[src/rtl/hdlc_outputregister.sv]
// HDLC 16-bit serializing transmitter: flag-delimited frames, LSB-first data,
// zero-bit insertion after five ones, abort (eight ones) on source underrun.
module hdlc_outputregister (
  input  logic        clk,
  input  logic        reset,
  input  logic [15:0] data_in,
  input  logic        data_valid,
  input  logic        frame_end,
  output logic        data_taken,
  output logic        data_out,
  output logic        frame_active,
  output logic        underrun
);

  // state | meaning
  // IDLE  | continuous flags; a word may be captured on flag bit 7
  // DATA  | serializing sh with zero-bit insertion
  // EOF   | closing flag
  // ABORT | eight ones after an underrun
  typedef enum logic [1:0] {IDLE, DATA, EOF, ABORT} state_t;

  localparam logic [7:0] FLAG = 8'b0111_1110;

  state_t      state, nxt_state;
  logic [3:0]  cnt, nxt_cnt;
  logic [15:0] sh, nxt_sh;
  logic [2:0]  ones, nxt_ones;
  logic        last, nxt_last;
  logic        nxt_out, nxt_taken, nxt_underrun;
  logic [2:0]  cnt_inc3;

  // cnt always indexes the bit currently on the line (data bit or flag bit)
  assign cnt_inc3     = cnt[2:0] + 3'd1;
  assign frame_active = (state != IDLE);

  always_ff @(posedge clk) begin
    if (reset) begin
      state      <= IDLE;
      cnt        <= 4'd0;
      sh         <= 16'd0;
      ones       <= 3'd0;
      last       <= 1'b0;
      data_out   <= 1'b0;
      data_taken <= 1'b0;
      underrun   <= 1'b0;
    end else begin
      state      <= nxt_state;
      cnt        <= nxt_cnt;
      sh         <= nxt_sh;
      ones       <= nxt_ones;
      last       <= nxt_last;
      data_out   <= nxt_out;
      data_taken <= nxt_taken;
      underrun   <= nxt_underrun;
    end
  end

  always_comb begin
    nxt_state    = state;
    nxt_cnt      = cnt;
    nxt_sh       = sh;
    nxt_ones     = ones;
    nxt_last     = last;
    nxt_out      = data_out;
    nxt_taken    = 1'b0;
    nxt_underrun = underrun;
    case (state)
      IDLE: begin
        if (cnt == 4'd7) begin
          nxt_cnt = 4'd0;
          if (data_valid) begin
            nxt_state = DATA;
            nxt_sh    = data_in;
            nxt_last  = frame_end;
            nxt_out   = data_in[0];
            nxt_ones  = {2'b00, data_in[0]};
            nxt_taken = 1'b1;
          end else begin
            nxt_out = FLAG[0];
          end
        end else begin
          nxt_cnt = cnt + 4'd1;
          nxt_out = FLAG[cnt_inc3];
        end
      end
      DATA: begin
        if (ones == 3'd5) begin
          // stuff bit: line gets a 0, shift register and bit counter hold
          nxt_out  = 1'b0;
          nxt_ones = 3'd0;
        end else if (cnt == 4'd15) begin
          nxt_cnt = 4'd0;
          if (last) begin
            nxt_state = EOF;
            nxt_out   = FLAG[0];
          end else if (data_valid) begin
            nxt_sh    = data_in;
            nxt_last  = frame_end;
            nxt_out   = data_in[0];
            nxt_ones  = data_in[0] ? ones + 3'd1 : 3'd0;
            nxt_taken = 1'b1;
          end else begin
            nxt_state    = ABORT;
            nxt_out      = 1'b1;
            nxt_underrun = 1'b1;
          end
        end else begin
          nxt_cnt  = cnt + 4'd1;
          nxt_sh   = sh >> 1;
          nxt_out  = sh[1];
          nxt_ones = sh[1] ? ones + 3'd1 : 3'd0;
        end
      end
      EOF: begin
        if (cnt == 4'd7) begin
          nxt_state = IDLE;
          nxt_cnt   = 4'd0;
          nxt_out   = FLAG[0];
        end else begin
          nxt_cnt = cnt + 4'd1;
          nxt_out = FLAG[cnt_inc3];
        end
      end
      ABORT: begin
        if (cnt == 4'd7) begin
          nxt_state = IDLE;
          nxt_cnt   = 4'd0;
          nxt_out   = FLAG[0];
        end else begin
          nxt_cnt = cnt + 4'd1;
          nxt_out = 1'b1;
        end
      end
      default: begin
        nxt_state = IDLE;
        nxt_cnt   = 4'd0;
        nxt_out   = FLAG[0];
      end
    endcase
  end

endmodule

[config.mk]
export PLATFORM = sky130hd
export DESIGN_NAME = hdlc_outputregister
export DESIGN_NICKNAME = d
export VERILOG_FILES = /design/src/rtl/hdlc_outputregister.sv
export SDC_FILE = /design/constraint.sdc
export NUM_CORES = 1
export LEC_CHECK = 0
export ABC_AREA = 1
export BUFFER_PORTS_ARGS = -buffer_cell sky130_fd_sc_hd__buf_2
export CORE_MARGIN = 5
export CORE_UTILIZATION = 61
export CTS_CLUSTER_SIZE = 8
export DETAILED_ROUTE_END_ITERATION = 7
export GPL_TIMING_DRIVEN = 0
export HOLD_SLACK_MARGIN = 0.1
export MAX_ROUTING_LAYER = met4
export PLACE_DENSITY = 0.84
export SLEW_MARGIN = 20
export SYNTH_ARGS = -nofsm -noshare
export SYNTH_HDL_FRONTEND = slang
export SYNTH_SLANG_ARGS = --single-unit
[constraint.sdc]
create_clock -name clk -period 2.6 [get_ports clk]
set_clock_uncertainty 0.05 [all_clocks]
set_input_delay 0 -clock clk [delete_from_list [all_inputs] [get_ports clk]]
set_output_delay 0 -clock clk [all_outputs]
set_load 0.1 [all_outputs]
; Word-level counts from Yosys, hierarchy flattened
; Memory sizes are Yosys's and may differ from the RTL's.
; Cells that the tools add are included.
[totals]
out_inout_bits = 4
romBits = 8
word_cells = 91
ff_bits = 29
mem_count = 1
[memory_table]
columns = name, words, word_bits, rd, rd_clocked_by_memory_dff, wr, line
row1 = (no name shown), 8, 1, 1, 0, 0, 121  ; nxt_out = FLAG[cnt_inc3];
[classes]
n_reduce_logical = 10
n_eq_ne = 15
n_mux = 50
add_sub_neg = 3
bitwise_logic = 3
order_cmp = 1
[op_table]
columns = operator, n
row1 = $mux 16, 5
row2 = $pmux 16 s2, 1
row3 = $mux 3, 8
row4 = $mux 1, 20
row5 = $reduce_and 5->1, 3
row6 = $mux 2, 7
row7 = $mux 4, 3
row8 = $ne 2x2->1 const B, 4
row9 = $ne 4x4->1 const B, 2
row10 = $pmux 4 s2, 1
row11 = $add 3x1->3 const B, 2
row12 = $ne 3x3->1 const B, 2
row13 = $pmux 2 s3, 1
row14 = $pmux 3 s2, 1
row15 = $reduce_and 6->1, 1
row16 = $add 4x1->4 const B, 1
row17 = $eq 2x2->1 const B, 2
row18 = $eq 4x3->1 const B, 1
row19 = $eq 4x4->1 const B, 1
row20 = $lt 3x4->1 const B, 1
row21 = $pmux 1 s2, 2
row22 = $pmux 1 s4, 1
row23 = $reduce_and 4->1, 1
row24 = $reduce_bool 2->1, 2
row25 = 7 further kinds, 9

; Longest topological paths before layout
[depth]
depth_word = 7
depth_mapped = 11

; Worst setup path before layout
; Ideal clock, no wire load.
[synth_timing]
path_kind = reg-to-reg
from = reg ones[1]
to = reg sh[4]
setup_ns = 0.116
t_arrival_ns = 1.418
stages_incl_launch_ff = 12
period_less_slack_ns = 1.584
path_buffers = 1
required_ns = 2.434
setup_slack_ns = 1.016
cell_sequence = dfxtp_1 -> inv_1 -> ha_1 -> nand2_1 -> inv_1 -> nand2_2 -> nand3_2 -> nor2_4 -> inv_2 -> buf_6 -> nor2_1 -> nor2_1
[synth_via]
elab_chain_len = 3
[synth_rtl]
columns = element, line
row1 = start: declaration, 27  ; logic [2:0] ones, nxt_ones;
row2 = start signal: assignment, 50  ; ones <= nxt_ones;
row3 = $eq 3x3->1, 87  ; if (ones == 3'd5) begin
row4 = $ne 2x2->1 (no source line), -
row5 = $reduce_and 4->1 (no source line), -
row6 = end signal: assignment, 49  ; sh <= nxt_sh;
row7 = end: declaration, 26  ; logic [15:0] sh, nxt_sh;
; Every way passes these cells.
; A chain may end at the register's enable or synchronous reset.

; Worst setup path in the final report
[layout_timing]
from = reg ones[1]
to = reg sh[6]
; Same word-level chain as after synthesis.

==> flow_summary.json <==
{
  "synthFlopType": "dfxtp_1",
  "synthTopCellsByArea": "dfxtp_1, nand2_1, nor2_1, o21ai_0, a21boi_0",
  "timing_hold_violations_final": 0,
  "vias": 1769,
  "hpwlAfterDp_um": 2823,
  "start_util": 0.6325,
  "cell_internal_pwr_mw": 0.6484,
  "worstPathRequired_ns": 2.80,
  "grtUsageTotal": 0.2010,
  "drtPass1Iterations": 4,
  "p_sw_frac": 0.2574,
  "row_count": 19,
  "die_w_um": 63.24,
  "die-area_sq_um": 3999,
  "drc": 0,
  "clock_latency_ns": 0.33,
  "synth.avg_cell_area_sq_um": 6.357,
  "crit_fanout": 10,
  "cts_tree": "yes",
  "async_flop_share": 0,
  "reg2reg_from": "ones[1]$_SDFFE_PP0P_",
  "n_antenna_cell": 0,
  "vdd_drop_max_mv": 0.3132,
  "cts.sinks": 28,
  "post-route-period-util": 0.7160,
  "clock_power_share": 0.331,
  "io_pins": 24,
  "cts_buffers": 3,
  "timing.final.ws_setup_ns": 0.7383,
  "antenna_found_initial": 0,
  "yosys_register_bits": 28,
  "io_buffers": 22,
  "syn-cell-area_sq_um": 1729,
  "totalPowerFinal_mw": 0.8732,
  "drive_gt1_frac": 0.1382,
  "setup_violations": 0,
  "first_global_vias": 1638,
  "synthTopCellsByCount": "nand2_1, nor2_1, dfxtp_1",
  "seq_power_share": 0.520,
  "ant_nets": 0,
  "fin_tns_setup_ns": 0,
  "rsz0062_at_grt": "no",
  "max_freq_mhz": 537.1,
  "crit_start": "ones[1]$_SDFFE_PP0P_",
  "ys_types": 24,
  "critical_path_class": "flop to flop",
  "cts_setup_buffers": 0,
  "wire_per_inst_um": 11.49,
  "cts.clk_slew.worst_paths_ns": 0.15,
  "grt_max_degree": 17,
  "holdWs_ns": 0.1133,
  "hp-class": "input port to flop",
  "drt_iter0_drc": 99,
  "grt_pass1_wl_um": 6686,
  "die_h_um": 63.24,
  "yosysTopAreaCell": "dfxtp_1",
  "relSlewSlack": 0.6780,
  "htreeDepth": 1,
  "drv_slew": 0,
  "final_util": 0.7281,
  "end_kind": "flop",
  "overflow": 0,
  "power_density_nw_per_um2": 438.6,
  "syn_inst": 272,
  "ys_seq_area_frac": 0.3242,
  "synth_nets": 297,
  "period_needed_ns": 1.862,
  "fin_nets": 330,
  "tightest_slew_ns": 0.4864,
  "outcome": "finished, final reports clean",
  "synth_edf_count": 0,
  "cts_root_buf": "clkbuf_4",
  "wl_um": 3848,
  "syn_to_final_growth_pct": 15.12,
  "static-leakage-power_nw": 0.9794,
  "via_per_inst": 5.281,
  "cp.arrival_ns": 2.06,
  "max_cap_violations": 0,
  "p_switching_mw": 0.2248,
  "gp_congestion": 0.8692,
  "power.share.combinational": 0.149,
  "place_ws_ns": 0.7722,
  "coreArea_sq_um": 2734,
  "cts.path.max_buffers": 2,
  "synth_top_area_share": 0.3242,
  "ys.warnings.count": 0,
  "start_kind": "flop",
  "synth.most_common_cell": "nand2_1",
  "hold_start": "data_in[3]"
}
layer usage:
metal	GRT usage	wire length [um]	vias to the layer above
met2	0.3436	1894	42
met4	0.04156	27	0
met3	0.02842	170	5
met5	-	0	-
li1	-	-	931
met1	0.2524	1755	791
flip-flops by register name, summed over array words and instances, names as in the netlist:
| register | flops |
|---|---|
| cnt | 4 |
| last | 1 |
| data_taken | 1 |
| sh | 15 |
| data_out | 1 |
| ones | 3 |
| state | 2 |
| underrun | 1 |
power groups by stage:
stage / sequential, mW / combinational [mW] / clock, mW
6_report: 0.454 / 0.130 / 0.289
2_1_floorplan: 0.478 / 0.0730 / 0
4_1_cts: 0.454 / 0.131 / 0.296
3_3_place_gp: 0.462 / 0.120 / 0
3_5_place_dp: 0.463 / 0.123 / 0
5_1_grt: 0.456 / 0.147 / 0.318
per-stage QoR:
step,cells,cell area [sq um]
floorplan,272,1729
global placement,325,1878
detailed placement,325,1878
CTS,335,1991
global route,335,1991
finish,335,1991
cell families (layout without fill, tap and decap cells):
kind of cell / count (synthesis) / after routing / share of synthesized area
AOI/OAI and AO/OA: 56 / 56 / 0.1831
xor gates and xnor gates: 1 / 1 / 0.005066
DFF: 28 / 28 / 0.3242
and+or+nand+nor: 142 / 142 / 0.3466
adders and majority gates: 5 / 5 / 0.03618
buffers and inverters: 40 / 72 / 0.1049
cell type report:
cell class	instances	area, sq um
Buffer	11	72.57
Clock buffer	3	22.52
Clock inverter	1	30.03
Fill cell	249	743.2
Inverter	29	108.9
Multi-Input combinational cell	204	987.2
Sequential cell	28	560.5
Tap cell	31	38.79
Timing Repair Buffer	28	170.2
cell usage in the layout (no fill, tap or decap), types with 2 or more instances in the layout:
cell type | Yosys | final
a21boi_0 | 13 | 13
nand2_1 | 69 | 69
ha_1 | 5 | 5
o21ai_0 | 21 | 21
o21ai_1 | 13 | 13
nand3_2 | 2 | 2
nor2_4 | 2 | 2
dfxtp_1 | 28 | 28
nand2_2 | 2 | 2
dlygate4sd3_1 | 0 | 6
nor2_1 | 50 | 50
a21oi_1 | 7 | 7
inv_2 | 4 | 4
buf_6 | 4 | 4
nand3_1 | 9 | 9
clkbuf_4 | 0 | 3
clkbuf_1 | 5 | 5
inv_1 | 25 | 25
buf_2 | 1 | 23
nand4_1 | 6 | 6
critical path, stage by stage, from the launching register on:
cell and delay [ns]:
dfxtp_1 0.38, inv_1 0.05, ha_1 0.16, nand2_1 0.15, inv_1 0.09, nand2_2 0.17, nand3_2 0.13, nor2_4 0.19
inv_2 0.10, buf_6 0.15, nor2_1 0.09, nor2_1 0.06
final timing paths:
| kind | depth (start not counted) | slack (ns) | endpoint |
|---|---|---|---|
| worst max-delay path | 11 | 0.74 | sh[6]$_SDFFE_PP0P_ |
| worst min-delay path | 6 | 0.11 | sh[3]$_SDFFE_PP0P_ |
| worst max register to register | 11 | 0.74 | sh[6]$_SDFFE_PP0P_ |
| worst min register to register | 2 | 0.44 | underrun$_SDFFE_PP0P_ |
timing repair:
item	CTS	global route
hold buffers	6	0
resized for setup	0	0
endpoints found under the hold margin	9	0
No activity file was read; power rests on OpenSTA's default activity.
